File: src/rtl/sampler_arb_pkg.sv
// Shared types and helpers for the sampler round-robin arbiter.
package sampler_arb_pkg;

    typedef enum logic [1:0] {
        ST_ARB_IDLE  = 2'd0,
        ST_ARB_ISSUE = 2'd1,
        ST_ARB_HOLD  = 2'd2
    } arb_state_e;

    // Index width for n requesters; never below one bit.
    function automatic int unsigned idx_w(input int unsigned n);
        return (n <= 1) ? 1 : $clog2(n);
    endfunction

endpackage

File: src/rtl/rr_prio_pick.sv
// Combinational rotate-priority picker: first set request bit at or after ptr, wrapping.
module rr_prio_pick
    import sampler_arb_pkg::*;
#(
    parameter  int unsigned NUM_REQ = 4,
    localparam int unsigned IDX_W   = idx_w(NUM_REQ)
) (
    input  logic [NUM_REQ-1:0] req,
    input  logic [IDX_W-1:0]   ptr,
    output logic               any_c,
    output logic [NUM_REQ-1:0] grant_c,
    output logic [IDX_W-1:0]   idx_c
);

    logic [IDX_W-1:0] pos;

    always_comb begin
        any_c   = 1'b0;
        grant_c = '0;
        idx_c   = '0;
        pos     = '0;
        for (int unsigned i = 0; i < NUM_REQ; i++) begin
            pos = IDX_W'((32'(ptr) + i) % NUM_REQ);
            if (!any_c && req[pos]) begin
                any_c        = 1'b1;
                grant_c[pos] = 1'b1;
                idx_c        = pos;
            end
        end
    end

endmodule

File: src/rtl/sampler_rr_arbiter.sv
// Round-robin scheduler feeding one shared data_sampler CDC path: issue, then hold off.
// Optional build macro SAMPLER_ARB_BUSY_EN adds smp_busy_i to extend HOLD while the sampler is busy.
module sampler_rr_arbiter
    import sampler_arb_pkg::*;
#(
    parameter  int unsigned NUM_REQ  = 4,
    parameter  int unsigned DATA_W   = 32,
    parameter  int unsigned HOLD_CYC = 16,
    localparam int unsigned IDX_W    = idx_w(NUM_REQ)
) (
    input  logic                      fast_clk,
    input  logic                      rst,
`ifdef SAMPLER_ARB_BUSY_EN
    input  logic                      smp_busy_i,
`endif
    input  logic [NUM_REQ-1:0]        req_valid_i,
    input  logic [NUM_REQ*DATA_W-1:0] req_data_i,
    output logic [NUM_REQ-1:0]        req_ready_o,
    output logic                      smp_valid_o,
    output logic [DATA_W-1:0]         smp_data_o,
    output logic [IDX_W-1:0]          smp_src_o,
    output logic                      busy_o
);

    localparam int unsigned HW = $clog2(HOLD_CYC);

    arb_state_e           state_q, state_d;
    logic [IDX_W-1:0]     rr_ptr, ptr_d;
    logic [HW-1:0]        hold_cnt, cnt_d;
    logic [NUM_REQ-1:0]   ready_d;
    logic                 valid_d;
    logic [DATA_W-1:0]    data_d;
    logic [IDX_W-1:0]     src_d;
    logic                 busy_d;
    logic                 hold_done;

    logic                 pick_any;
    logic [NUM_REQ-1:0]   pick_grant;
    logic [IDX_W-1:0]     pick_idx;

    rr_prio_pick #(
        .NUM_REQ (NUM_REQ)
    ) u_pick (
        .req     (req_valid_i),
        .ptr     (rr_ptr),
        .any_c   (pick_any),
        .grant_c (pick_grant),
        .idx_c   (pick_idx)
    );

`ifdef SAMPLER_ARB_BUSY_EN
    assign hold_done = (hold_cnt == '0) && !smp_busy_i;
`else
    assign hold_done = (hold_cnt == '0);
`endif

    // Next-state and next-output logic; payload and source only move on IDLE->ISSUE.
    always_comb begin
        state_d = state_q;
        ptr_d   = rr_ptr;
        cnt_d   = hold_cnt;
        ready_d = '0;
        valid_d = 1'b0;
        data_d  = smp_data_o;
        src_d   = smp_src_o;
        busy_d  = busy_o;
        unique case (state_q)
            ST_ARB_IDLE: begin
                if (pick_any) begin
                    state_d = ST_ARB_ISSUE;
                    ready_d = pick_grant;
                    valid_d = 1'b1;
                    src_d   = pick_idx;
                    busy_d  = 1'b1;
                    for (int unsigned i = 0; i < NUM_REQ; i++) begin
                        if (pick_grant[i]) begin
                            data_d = req_data_i[i*DATA_W +: DATA_W];
                        end
                    end
                end
            end
            ST_ARB_ISSUE: begin
                state_d = ST_ARB_HOLD;
                cnt_d   = HW'(HOLD_CYC - 1);
                ptr_d   = (32'(smp_src_o) == NUM_REQ - 1) ? '0 : smp_src_o + IDX_W'(1);
            end
            ST_ARB_HOLD: begin
                if (hold_done) begin
                    state_d = ST_ARB_IDLE;
                    busy_d  = 1'b0;
                end else if (hold_cnt != '0) begin
                    cnt_d = hold_cnt - HW'(1);
                end
            end
            default: begin
                state_d = ST_ARB_IDLE;
                busy_d  = 1'b0;
            end
        endcase
    end

    always_ff @(posedge fast_clk) begin
        if (!rst) begin
            state_q     <= ST_ARB_IDLE;
            rr_ptr      <= '0;
            hold_cnt    <= '0;
            req_ready_o <= '0;
            smp_valid_o <= 1'b0;
            smp_data_o  <= '0;
            smp_src_o   <= '0;
            busy_o      <= 1'b0;
        end else begin
            state_q     <= state_d;
            rr_ptr      <= ptr_d;
            hold_cnt    <= cnt_d;
            req_ready_o <= ready_d;
            smp_valid_o <= valid_d;
            smp_data_o  <= data_d;
            smp_src_o   <= src_d;
            busy_o      <= busy_d;
        end
    end

endmodule

File: config.mk
export PLATFORM = sky130hd
export DESIGN_NAME = sampler_rr_arbiter
export DESIGN_NICKNAME = d
export VERILOG_FILES = /design/src/rtl/sampler_arb_pkg.sv /design/src/rtl/rr_prio_pick.sv /design/src/rtl/sampler_rr_arbiter.sv
export SDC_FILE = /design/constraint.sdc
export NUM_CORES = 1
export LEC_CHECK = 0
export BUFFER_PORTS_ARGS = -buffer_cell sky130_fd_sc_hd__buf_2
export CAP_MARGIN = 20
export CORE_MARGIN = 5
export CORE_UTILIZATION = 40
export DETAILED_ROUTE_END_ITERATION = 6
export GPL_TIMING_DRIVEN = 1
export PLACE_DENSITY_LB_ADDON = 0.25
export SLEW_MARGIN = 20
export SYNTH_ARGS = -nofsm -noshare
export SYNTH_HDL_FRONTEND = slang
export SYNTH_HIERARCHICAL = 1
export SYNTH_SLANG_ARGS = --single-unit
export TNS_END_PERCENT = 30
File: constraint.sdc
create_clock -name fast_clk -period 4.9 [get_ports fast_clk]
set_input_delay 0.49 -clock fast_clk [delete_from_list [all_inputs] [get_ports fast_clk]]
set_output_delay 0.49 -clock fast_clk [all_outputs]
set_load 0.01 [all_outputs]
==> flow_summary.json <==
{
  "drt_first_iter_violations": 179,
  "setup_ws_ns": 0.779,
  "required_ns": 5.04,
  "fp.dieW_um": 98.2,
  "total_global_route_track_usage_pct": 19.6,
  "layout.area.seq_sq_um": 961,
  "final-max-slew-violation-count": 0,
  "cts_buffer_depth": 2,
  "cts_resized": 0,
  "synthesis_to_layout_area_growth_pct": 31.1,
  "mostFrequentLayoutCell": "sky130_fd_sc_hd__buf_2",
  "routed_via_density": 5.64,
  "dp.cells": 551,
  "n_fill_cell": 740,
  "clock_pin_slew_reported_for_the_worst_setup_and_hold_paths_after_clock_tree_synthesis_ns": 0.08,
  "placedInstanceArea_sq_um": 3980,
  "synth.top_cells.by_area": "sky130_fd_sc_hd__dfxtp_1 31%, sky130_fd_sc_hd__a211oi_2 12%, sky130_fd_sc_hd__mux2_2 12%",
  "setup_tns_ns": 0,
  "stdcell_count": 559,
  "routedWlPerCell_um": 17.8,
  "total_number_of_nets_in_the_final_design": 597,
  "synth_top_area_cell": "sky130_fd_sc_hd__dfxtp_1",
  "remaining_drc_errors": 0,
  "hold_violations": 0,
  "timing.setup.critical_path_class": "reg -> reg",
  "grt_pass1_wl_um": 15600,
  "slew_headroom_pct": 36.7,
  "num_antenna_cells": 0,
  "preCtsSetupSlack_ns": 0.760,
  "cts.sinks": 48,
  "ant_nets": 0,
  "critical_path_launch_point_type": "flop",
  "clock-skew-final_ns": 0.0106,
  "synth_ff_type": "sky130_fd_sc_hd__dfxtp_1",
  "layout-drive-gt1-share_pct": 57.5,
  "setup_repair_after_global_routing_missed_its_margin": "false",
  "clockRootBuffer": "sky130_fd_sc_hd__clkbuf_8",
  "die-area_sq_um": 9640,
  "tightestPinTransition_ns": 0.948,
  "clk_latency_worst_skew_pair_ns": 0.30,
  "gr-total-overflow": 0,
  "hpwl_after_dpl_um": 7340,
  "drt-pass1-iter-count": 6,
  "initial_core_util_pct": 40.7,
  "fin_area_sq_um": 4080,
  "cts_buffers": 5,
  "synth-async-reset-ratio_pct": 0,
  "core_area_sq_um": 7650,
  "synth_edf_count": 0,
  "power_density_nw_per_um2": 573,
  "arrival_ns": 4.26,
  "timing.critical_path.fanout_max": 33,
  "first_global_vias": 3117,
  "final-setup-viol-count": 0,
  "route.final.wire_length_um": 9950,
  "place.gp.congestion": 0.847,
  "warnings_synthesis": 6,
  "max-vdd-ir-drop_v": 0.000246,
  "category_of_the_worst_setup_path_capture_point": "flop",
  "total_area_of_multi_input_combinational_cells_sq_um": 1950,
  "port_buffers": 173,
  "vias": 3151,
  "ys_types": 42,
  "core.rowCount": 32,
  "holdCritPathClass": "reg -> reg",
  "htree_num_levels": 2,
  "yosysSeqAreaShare_pct": 30.9,
  "mostFrequentLayoutCells": "173 x sky130_fd_sc_hd__buf_2, 48 x sky130_fd_sc_hd__dfxtp_1, 34 x sky130_fd_sc_hd__a21oi_1",
  "antenna_found_initial": 0,
  "timing.final.crit_share_pct": 84.1,
  "fraction_of_post_synthesis_cell_area_in_the_top_cell_type_by_area_pct": 30.9,
  "shortest_clock_period_the_worst_path_allows_after_layout_ns": 4.12,
  "clock.fmax_mhz": 243,
  "total_of_max_cap_violations": 0,
  "cts.repair_timing.setup_buffer_count": 0,
  "mappedNetlistNets": 446,
  "static-leakage-power_nw": 1.78,
  "io_pins": 174,
  "grt_max_degree": 41,
  "die_height_um": 98.2,
  "ys_seq_elements": 48,
  "cts_hold_buf": 0,
  "outcome": "finished clean",
  "syn-instance-count": 305,
  "syn_area_sq_um": 3110,
  "synthesis.area_per_instance_sq_um": 10.2,
  "tritoncts": "yes"
}
-- report_power, final --
part / internal [mW] / switching [mW] / total (mW)
combinational: 0.624 / 0.814 / 1.44
sequential: 0.554 / 0.0968 / 0.651
clock: 0.115 / 0.133 / 0.248
total: 1.29 / 1.04 / 2.34
-- layer usage --
metal	vias to the layer above	routed length (um)	track usage, %
li1	1531	-	-
met5	-	0	0
met1	1484	4160	22.8
met3	12	772	5.00
met2	124	4870	35.4
met4	0	145	5.25
-- path summary, 6_finish.rpt --
check                                from            end  slack, ns  cells past startpoint
worst min register to register     busy_o         busy_o       0.49                      2
worst max register to register  rr_ptr[0]  smp_data_o[2]       0.78                     10
worst max-delay path            rr_ptr[0]  smp_data_o[2]       0.78                     10
worst min-delay path               busy_o         busy_o       0.49                      2
-- registers in the layout, summed over array words and instances (netlist names) --
name         flops
busy_o           1
hold_cnt         4
state_q          2
rr_ptr           2
req_ready_o      4
smp_data_o      32
smp_valid_o      1
smp_src_o        2
-- cells in the mapped netlist (all sizes together) (2+ instances only) --
library cell	number
and2	4
ha	7
inv	8
o21ai	7
clkbuf	26
nor2	9
nand3	3
a21oi	34
mux2	33
nor3	3
nand2	3
and3	4
nand2b	2
a211oi	33
mux2i	6
buf	9
a22oi	9
a222oi	31
mux4	4
nor2b	4
dfxtp	48
-- final cells by class --
class / instances / area share [%]
Clock buffer: 7 / 2.12
Clock inverter: 1 / 0.184
Inverter: 8 / 0.737
Multi-Input combinational cell: 214 / 47.9
Sequential cell: 48 / 23.6
Tap cell: 102 / 3.13
Timing Repair Buffer: 179 / 22.3
-- worst max-delay path: stages, from the launching register on --
cell and delay [ns]:
sky130_fd_sc_hd__dfxtp_1 0.68, sky130_fd_sc_hd__inv_1 0.14, sky130_fd_sc_hd__ha_1 0.39, sky130_fd_sc_hd__mux4_2 0.44, sky130_fd_sc_hd__and2b_2 0.31, sky130_fd_sc_hd__a22oi_1 0.07, sky130_fd_sc_hd__o21ai_0 0.50, sky130_fd_sc_hd__or4_4 0.47
sky130_fd_sc_hd__and2_2 0.45, sky130_fd_sc_hd__buf_4 0.39, sky130_fd_sc_hd__a211oi_2 0.12
-- metrics by stage --
stage / hold WS, ns / total power [mW] / utilization [%]
after floorplan: 0.489 / 1.74 / -
after global placement: 0.471 / 2.08 / 52.1
after detailed placement: 0.479 / 2.12 / 52.1
after CTS: 0.498 / 2.37 / 53.3
after global routing: 0.509 / 2.52 / 53.3
final: 0.493 / 2.34 / 53.3
-- kinds of logic after synthesis --
group                      share of synthesized area, %
AOI/OAI and AO/OA                                  34.0
DFF                                                30.9
buffers and inverters                              7.12
muxes                                              17.0
and+or+nand+nor                                    8.09
adders and majority gates                          2.82
No activity file was read; power rests on OpenSTA's default activity.
